$ cat config.mk
export PLATFORM = sky130hd
export DESIGN_NAME = ysyx_22040750_csr_ctrl_flat
export DESIGN_NICKNAME = d
export VERILOG_FILES = /design/src/rtl/ysyx_22040750_csr_ctrl_pkg.sv /design/src/rtl/ysyx_22040750_csr_ctrl_if.sv /design/src/rtl/ysyx_22040750_csr_ctrl_alu.sv /design/src/rtl/ysyx_22040750_csr_ctrl.sv /design/src/flat_wrapper.sv
export SDC_FILE = /design/constraint.sdc
export NUM_CORES = 1
export LEC_CHECK = 0
export CAP_MARGIN = 10
export CORE_UTILIZATION = 56
export DETAILED_ROUTE_END_ITERATION = 7
export PLACE_DENSITY_LB_ADDON = 0.2
export SLEW_MARGIN = 20
export SYNTH_ARGS = -nofsm -noshare
export SYNTH_HDL_FRONTEND = slang
export SYNTH_HIERARCHICAL = 1
export SYNTH_SLANG_ARGS = --single-unit
$ cat constraint.sdc
create_clock -name I_sys_clk -period 3.2 [get_ports I_sys_clk]
set_clock_uncertainty 0.1 [all_clocks]
set_input_delay 0.8 -clock I_sys_clk [delete_from_list [all_inputs] [get_ports I_sys_clk]]
set_output_delay 0.8 -clock I_sys_clk [all_outputs]
set_load 0.01 [all_outputs]
$ cat src/rtl/ysyx_22040750_csr_ctrl_pkg.sv
// Shared definitions for the machine-mode CSR controller: CSR addresses,
// request type encodings, op_sel bit positions, mstatus fields and FSM states.
package ysyx_22040750_csr_pkg;

  localparam logic [11:0] CSR_MSTATUS  = 12'h300;
  localparam logic [11:0] CSR_MTVEC    = 12'h305;
  localparam logic [11:0] CSR_MSCRATCH = 12'h340;
  localparam logic [11:0] CSR_MEPC     = 12'h341;
  localparam logic [11:0] CSR_MCAUSE   = 12'h342;

  typedef enum logic [1:0] {
    REQ_CSR   = 2'b00,
    REQ_ECALL = 2'b01,
    REQ_MRET  = 2'b10,
    REQ_RSVD  = 2'b11
  } req_type_e;

  // One-hot op_sel layout {rw, rs, rc, rwi, rsi, rci}
  localparam int OP_RW  = 5;
  localparam int OP_RS  = 4;
  localparam int OP_RC  = 3;
  localparam int OP_RWI = 2;
  localparam int OP_RSI = 1;
  localparam int OP_RCI = 0;

  localparam int MSTATUS_MIE    = 3;
  localparam int MSTATUS_MPIE   = 7;
  localparam int MSTATUS_MPP_LO = 11;
  localparam int MSTATUS_MPP_HI = 12;

  localparam logic [63:0] MSTATUS_RESET = 64'h0000_000a_0000_1800;

  typedef enum logic [2:0] {
    IDLE,
    CSR_RD,
    CSR_WR,
    TRAP_EPC,
    TRAP_CAUSE,
    TRAP_STAT,
    RET,
    RESP
  } state_e;

endpackage

$ cat src/rtl/ysyx_22040750_csr_ctrl_if.sv
// Request/response bus between the execute stage (master) and the CSR
// controller (slave).
interface ysyx_22040750_csr_ctrl_if #(parameter int XLEN = 64);
  logic            I_req_valid;
  logic            O_req_ready;
  logic [1:0]      I_req_type;
  logic [11:0]     I_csr_addr;
  logic [5:0]      I_csr_op_sel;
  logic [XLEN-1:0] I_rs_data;
  logic [4:0]      I_uimm;
  logic [XLEN-1:0] I_pc;
  logic            O_resp_valid;
  logic            I_resp_ready;
  logic [XLEN-1:0] O_rd_data;
  logic            O_illegal;
  logic            O_redirect_valid;
  logic [XLEN-1:0] O_redirect_pc;

  modport master (
    output I_req_valid, I_req_type, I_csr_addr, I_csr_op_sel, I_rs_data,
           I_uimm, I_pc, I_resp_ready,
    input  O_req_ready, O_resp_valid, O_rd_data, O_illegal,
           O_redirect_valid, O_redirect_pc
  );

  modport slave (
    input  I_req_valid, I_req_type, I_csr_addr, I_csr_op_sel, I_rs_data,
           I_uimm, I_pc, I_resp_ready,
    output O_req_ready, O_resp_valid, O_rd_data, O_illegal,
           O_redirect_valid, O_redirect_pc
  );
endinterface

$ cat src/rtl/ysyx_22040750_csr_ctrl_alu.sv
// Combinational CSR read-modify-write ALU: set/clear/write of the old CSR
// value with either rs1 or the zero-extended zimm as operand.
module ysyx_22040750_csr_alu
  import ysyx_22040750_csr_pkg::*;
#(
  parameter int XLEN = 64
) (
  input  logic [XLEN-1:0] csr,
  input  logic [XLEN-1:0] rs_data,
  input  logic [4:0]      uimm,
  input  logic [5:0]      op_sel,
  output logic [XLEN-1:0] result
);

  logic [XLEN-1:0] operand;

  // Pick the operand, then apply write / set / clear; read-only leaves csr as-is
  always_comb begin
    operand = rs_data;
    result  = csr;
    if (op_sel[OP_RWI] | op_sel[OP_RSI] | op_sel[OP_RCI])
      operand = {{(XLEN-5){1'b0}}, uimm};
    if (op_sel[OP_RW] | op_sel[OP_RWI])
      result = operand;
    else if (op_sel[OP_RS] | op_sel[OP_RSI])
      result = csr | operand;
    else if (op_sel[OP_RC] | op_sel[OP_RCI])
      result = csr & ~operand;
  end

endmodule

$ cat src/rtl/ysyx_22040750_csr_ctrl.sv
// Machine-mode CSR controller: serialises CSR read-modify-write, ecall trap
// entry and mret trap return, and owns mstatus/mtvec/mepc/mcause.
// Optional feature: define YSYX_22040750_CSR_MSCRATCH_EN to implement mscratch.
module ysyx_22040750_csr_ctrl
  import ysyx_22040750_csr_pkg::*;
#(
  parameter int              XLEN         = 64,
  parameter logic [XLEN-1:0] MCAUSE_ECALL = XLEN'(11)
) (
  input logic                      I_sys_clk,
  input logic                      I_rst,
  ysyx_22040750_csr_ctrl_if.slave  bus
);

  state_e          state, next_state;
  logic [11:0]     addr_q;
  logic [5:0]      op_q;
  logic [XLEN-1:0] rs_q;
  logic [4:0]      uimm_q;
  logic [XLEN-1:0] pc_q;
  logic [XLEN-1:0] old_q;
  logic            illegal_q;
  logic            redirect_valid_q;
  logic [XLEN-1:0] redirect_pc_q;

  logic [XLEN-1:0] mstatus, mtvec, mepc, mcause;
`ifdef YSYX_22040750_CSR_MSCRATCH_EN
  logic [XLEN-1:0] mscratch;
`endif

  logic            rd_hit;
  logic [XLEN-1:0] rd_val;
  logic [XLEN-1:0] alu_result;
  logic            accept;
  logic            in_resp;
  logic            unused_pc_bits;

  assign accept         = (state == IDLE) && bus.I_req_valid;
  assign in_resp        = (state == RESP);
  assign unused_pc_bits = ^pc_q[1:0];

  ysyx_22040750_csr_alu #(.XLEN(XLEN)) u_alu (
    .csr     (old_q),
    .rs_data (rs_q),
    .uimm    (uimm_q),
    .op_sel  (op_q),
    .result  (alu_result)
  );

  // Decode the latched CSR address into a hit flag and the current CSR value
  always_comb begin
    rd_hit = 1'b1;
    rd_val = '0;
    case (addr_q)
      CSR_MSTATUS:  rd_val = mstatus;
      CSR_MTVEC:    rd_val = mtvec;
      CSR_MEPC:     rd_val = mepc;
      CSR_MCAUSE:   rd_val = mcause;
`ifdef YSYX_22040750_CSR_MSCRATCH_EN
      CSR_MSCRATCH: rd_val = mscratch;
`endif
      default:      rd_hit = 1'b0;
    endcase
  end

  // FSM state register
  always_ff @(posedge I_sys_clk) begin
    if (I_rst) state <= IDLE;
    else       state <= next_state;
  end

  // Next-state logic: route a new request by type, then walk its sequence
  always_comb begin
    next_state = state;
    case (state)
      IDLE: begin
        if (bus.I_req_valid) begin
          case (req_type_e'(bus.I_req_type))
            REQ_CSR:   next_state = CSR_RD;
            REQ_ECALL: next_state = TRAP_EPC;
            REQ_MRET:  next_state = RET;
            default:   next_state = RESP;
          endcase
        end
      end
      CSR_RD:     next_state = rd_hit ? CSR_WR : RESP;
      CSR_WR:     next_state = RESP;
      TRAP_EPC:   next_state = TRAP_CAUSE;
      TRAP_CAUSE: next_state = TRAP_STAT;
      TRAP_STAT:  next_state = RESP;
      RET:        next_state = RESP;
      RESP:       if (bus.I_resp_ready) next_state = IDLE;
      default:    next_state = IDLE;
    endcase
  end

  // Request latches, response registers and CSR storage updated per state
  always_ff @(posedge I_sys_clk) begin
    if (I_rst) begin
      addr_q           <= '0;
      op_q             <= '0;
      rs_q             <= '0;
      uimm_q           <= '0;
      pc_q             <= '0;
      old_q            <= '0;
      illegal_q        <= 1'b0;
      redirect_valid_q <= 1'b0;
      redirect_pc_q    <= '0;
      mstatus          <= XLEN'(MSTATUS_RESET);
      mtvec            <= '0;
      mepc             <= '0;
      mcause           <= '0;
`ifdef YSYX_22040750_CSR_MSCRATCH_EN
      mscratch         <= '0;
`endif
    end else begin
      case (state)
        IDLE: begin
          if (accept) begin
            addr_q           <= bus.I_csr_addr;
            op_q             <= bus.I_csr_op_sel;
            rs_q             <= bus.I_rs_data;
            uimm_q           <= bus.I_uimm;
            pc_q             <= bus.I_pc;
            old_q            <= '0;
            illegal_q        <= (bus.I_req_type == REQ_RSVD);
            redirect_valid_q <= 1'b0;
            redirect_pc_q    <= '0;
          end
        end
        CSR_RD: begin
          if (rd_hit) old_q     <= rd_val;
          else        illegal_q <= 1'b1;
        end
        CSR_WR: begin
          if (|op_q) begin
            case (addr_q)
              CSR_MSTATUS:  mstatus  <= alu_result;
              CSR_MTVEC:    mtvec    <= {alu_result[XLEN-1:2], 2'b00};
              CSR_MEPC:     mepc     <= {alu_result[XLEN-1:2], 2'b00};
              CSR_MCAUSE:   mcause   <= alu_result;
`ifdef YSYX_22040750_CSR_MSCRATCH_EN
              CSR_MSCRATCH: mscratch <= alu_result;
`endif
              default: ;
            endcase
          end
        end
        TRAP_EPC:   mepc   <= {pc_q[XLEN-1:2], 2'b00};
        TRAP_CAUSE: mcause <= MCAUSE_ECALL;
        TRAP_STAT: begin
          mstatus[MSTATUS_MPIE]                  <= mstatus[MSTATUS_MIE];
          mstatus[MSTATUS_MIE]                   <= 1'b0;
          mstatus[MSTATUS_MPP_HI:MSTATUS_MPP_LO] <= 2'b11;
          redirect_valid_q                       <= 1'b1;
          redirect_pc_q                          <= mtvec;
        end
        RET: begin
          mstatus[MSTATUS_MIE]                   <= mstatus[MSTATUS_MPIE];
          mstatus[MSTATUS_MPIE]                  <= 1'b1;
          mstatus[MSTATUS_MPP_HI:MSTATUS_MPP_LO] <= 2'b11;
          redirect_valid_q                       <= 1'b1;
          redirect_pc_q                          <= mepc;
        end
        default: ;
      endcase
    end
  end

  assign bus.O_req_ready      = (state == IDLE);
  assign bus.O_resp_valid     = in_resp;
  assign bus.O_rd_data        = in_resp ? old_q : '0;
  assign bus.O_illegal        = in_resp & illegal_q;
  assign bus.O_redirect_valid = in_resp & redirect_valid_q;
  assign bus.O_redirect_pc    = in_resp ? redirect_pc_q : '0;

endmodule

$ cat src/flat_wrapper.sv
// flat-port wrapper written by rule: the top's interface ports become plain ports
module ysyx_22040750_csr_ctrl_flat import ysyx_22040750_csr_pkg::*;
#(
  parameter int              XLEN         = 64,
  parameter logic [XLEN-1:0] MCAUSE_ECALL = XLEN'(11)
)
  (I_sys_clk, I_rst, bus_I_req_valid, bus_I_req_type, bus_I_csr_addr, bus_I_csr_op_sel, bus_I_rs_data, bus_I_uimm, bus_I_pc, bus_I_resp_ready, bus_O_req_ready, bus_O_resp_valid, bus_O_rd_data, bus_O_illegal, bus_O_redirect_valid, bus_O_redirect_pc);
  ysyx_22040750_csr_ctrl_if #(.XLEN(XLEN)) bus_i ();
  input logic I_sys_clk;
  input logic I_rst;
  input wire logic [$bits(bus_i.I_req_valid)-1:0] bus_I_req_valid;
  input wire logic [$bits(bus_i.I_req_type)-1:0] bus_I_req_type;
  input wire logic [$bits(bus_i.I_csr_addr)-1:0] bus_I_csr_addr;
  input wire logic [$bits(bus_i.I_csr_op_sel)-1:0] bus_I_csr_op_sel;
  input wire logic [$bits(bus_i.I_rs_data)-1:0] bus_I_rs_data;
  input wire logic [$bits(bus_i.I_uimm)-1:0] bus_I_uimm;
  input wire logic [$bits(bus_i.I_pc)-1:0] bus_I_pc;
  input wire logic [$bits(bus_i.I_resp_ready)-1:0] bus_I_resp_ready;
  output wire logic [$bits(bus_i.O_req_ready)-1:0] bus_O_req_ready;
  output wire logic [$bits(bus_i.O_resp_valid)-1:0] bus_O_resp_valid;
  output wire logic [$bits(bus_i.O_rd_data)-1:0] bus_O_rd_data;
  output wire logic [$bits(bus_i.O_illegal)-1:0] bus_O_illegal;
  output wire logic [$bits(bus_i.O_redirect_valid)-1:0] bus_O_redirect_valid;
  output wire logic [$bits(bus_i.O_redirect_pc)-1:0] bus_O_redirect_pc;
  assign bus_i.I_req_valid = bus_I_req_valid;
  assign bus_i.I_req_type = bus_I_req_type;
  assign bus_i.I_csr_addr = bus_I_csr_addr;
  assign bus_i.I_csr_op_sel = bus_I_csr_op_sel;
  assign bus_i.I_rs_data = bus_I_rs_data;
  assign bus_i.I_uimm = bus_I_uimm;
  assign bus_i.I_pc = bus_I_pc;
  assign bus_i.I_resp_ready = bus_I_resp_ready;
  assign bus_O_req_ready = bus_i.O_req_ready;
  assign bus_O_resp_valid = bus_i.O_resp_valid;
  assign bus_O_rd_data = bus_i.O_rd_data;
  assign bus_O_illegal = bus_i.O_illegal;
  assign bus_O_redirect_valid = bus_i.O_redirect_valid;
  assign bus_O_redirect_pc = bus_i.O_redirect_pc;
  ysyx_22040750_csr_ctrl #(.XLEN(XLEN), .MCAUSE_ECALL(MCAUSE_ECALL)) u_core (.I_sys_clk(I_sys_clk), .I_rst(I_rst), .bus(bus_i));
endmodule
==> results.cfg <==
[status]
status = finished, violations left
violations = DRC, setup timing

[sta]
fin_ws_ps = -0.0238
rsz0062_at_grt = true
finalCritPeriodShare = 1.00
final-setup-viol-count = 1
whs_ps = 355
drv_slew = 0
worstMarginPinSlew_ps = 1080
fmax_ghz = 0.312
relSlewSlack = 0.277
final_hold_viol_count = 0
min_period_ps = 3200

[yosys]
synth_edf_count = 0
synth-seq-cells = 532
synth_ff_type = dfxtp_1
yosys-top-cells-area = dfxtp_1 44%, a21oi_1 7.0%, nand2_1 6.7%
syn_area_per_cell_sq_um = 8.04
syn_area_sq_um = 24200
netlist_instances = 3009
synth_top_area_share = 0.440
yosysUniqueCellTypes = 60
synth_top_area_cell = dfxtp_1
synthArstFlopShare = 0
yosysWarnings = 6
yosysSeqAreaShare = 0.440

[global_route]
grt.overflow.total = 0
grt_usage = 0.400
grt_first_pass_wirelength_um = 140000
grt_pass1_vias = 25014
antenna_found_initial = 0
grt_max_degree = 117

[pwr]
pwr-share-seq = 0.443
power_switching_mw = 4.75
intPower_mw = 11.2
p_total_mw = 15.9
power_frac_clock = 0.393
swShare = 0.298
power.density_nw_per_um2 = 540
peakVddDrop_v = 0.000365
power_frac_comb = 0.164
power.leakage_nw = 10.1

[route]
drc = 6
vias = 25988
wl_per_cell_um = 24.8
antenna_left = 0
drt_wl_total_um = 91400
drt_iter0_markers = 3819
firstDrtPassIters = 8
via_per_inst = 7.05

[die]
dieArea_sq_um = 44000
io_pins = 289
fp.coreArea_sq_um = 42200
die_h_um = 210
die_width_um = 210
rows = 75
initial_core_util = 0.573

[clock_tree]
clk_latency_ps = 610
cts_max_level = 2
holdBufCountCts = 0
cts_tree = done
cts_made_buffers = 54
clock-sinks = 532
cts-root-buf = clkbuf_16
clockBufferDepth = 3
path_clk_slew_ps = 60

[critical_path]
start_kind = flop
critPathKind = flop to primary output
worst_setup_path_end_kind = primary output
critPathArrivalTime_ps = 2300
r2r_cells = 6
critical_path.max_fanout = 13
cp.required_ps = 2300

[flow_run]
maxCapViolCount = 0

[finish]
final_area_sq_um = 29500
nNetsFinal = 3264
final_common_cell = dfxtp_1
antenna_cells = 0
post_route_cells_drive_above_1_share = 0.0721
final_cell_count_no_fill = 3686
layout_common_cells = 528 x dfxtp_1, 426 x nand2_1, 335 x a21oi_1
area_growth_pct = 21.8

[place]
port_buffers = 284
hpwl_um = 53200
placed_cell_area_sq_um = 27600
dpl_worst_slack_ps = 34.7
placed_cells = 3585
gp_congestion = 0.909

[hold_path]
hold_class = flop to flop
hold_depth = 2
-- flip-flops by register name, summed over array words and instances (netlist names) --
signal                   flops
u_core/addr_q               12
u_core/illegal_q             1
u_core/mcause               64
u_core/mepc                 62
u_core/mstatus              64
u_core/mtvec                62
u_core/old_q                64
u_core/op_q                  6
u_core/pc_q                 62
u_core/redirect_pc_q        62
u_core/redirect_valid_q      1
u_core/rs_q                 64
u_core/state                 3
u_core/uimm_q                5
-- cell usage after synthesis (5+ instances only) --
master,number
nand2_1,431
nand3_1,187
clkbuf_1,297
a22o_1,64
buf_2,30
a21oi_1,336
buf_6,8
and2_1,131
a222oi_1,62
nand4_1,64
nor2_1,137
o21ai_0,126
inv_1,7
nor3_1,8
a211oi_1,5
a311oi_1,63
a21boi_0,6
o31ai_1,62
mux2i_1,5
o211ai_1,67
a22oi_1,124
and3_1,63
dfxtp_1,532
buf_1,6
o22ai_1,126
-- cells by family (layout without fill, tap and decap cells) --
logic type,after synthesis,in the layout,synth area share
simple gates,1055,1056,0.207
xor+xnor,2,2,0.000724
buf+inv,351,487,0.0590
flops,532,532,0.440
mux,5,5,0.00207
compound gates,1063,1063,0.290
other cells,1,2,0.000155
-- per-layer routing --
layer | part of all wire | vias to the layer above | global-route usage
li1 | - | 11261 | -
met1 | 0.38 | 12280 | 0.512
met2 | 0.44 | 1995 | 0.619
met3 | 0.12 | 452 | 0.0880
met4 | 0.057 | 0 | 0.240
met5 | 0 | - | 0.00334
-- area by class of cell --
class	instances	area [sq um]
multi-input cells	2128	12300
clock buffers	83	1600
well taps	539	674
inverters	7	26.3
clock inverters	13	124
fillers	3320	12800
flip-flops and latches	532	10700
repair buffers	384	4020
-- worst paths after layout --
kind,start,to,slack [ps]
setup / recovery,u_core/state[0]$_SDFFE_PP0P_,bus_O_rd_data[23],-0.02
hold / removal,u_core/pc_q[52]$_SDFFE_PP0P_,u_core/pc_q[52]$_SDFFE_PP0P_,360
hold reg to reg,u_core/pc_q[52]$_SDFFE_PP0P_,u_core/pc_q[52]$_SDFFE_PP0P_,360
setup reg to reg,u_core/state[2]$_SDFFE_PP0P_,u_core/mstatus[5]$_SDFFE_PP0P_,360
-- critical path, stage by stage, from the launching register on --
cell	delay, ps
dfxtp_4	390
and3_4	310
buf_6	210
and2_1	210
clkdlybuf4s50_1	560
-- metrics by stage --
stage,TNS [ps],util
2_1_floorplan,0,-
4_1_cts,-71.2,0.695
6_report,-0.0238,0.698
5_1_grt,-22.4,0.698
3_5_place_dp,0,0.654
3_3_place_gp,0,0.654
-- power by group through the flow --
stage / logic, mW / registers [mW] / clock network (mW)
floorplan: 1.41 / 7.10 / 0
global placement: 2.41 / 7.16 / 0
detailed placement: 2.46 / 7.17 / 0
CTS: 2.47 / 7.04 / 6.24
global route: 2.69 / 7.07 / 6.55
finish: 2.61 / 7.05 / 6.26
-- repair_timing --
action,4_1_cts,5_1_grt
gates resized for setup,22,23
pin swaps,1,1
endpoints found under the hold margin,0,0
buffers inserted,2,0
endpoints found under the setup margin,99,45
cloned,1,1
Power figures use the tool's default switching activity.
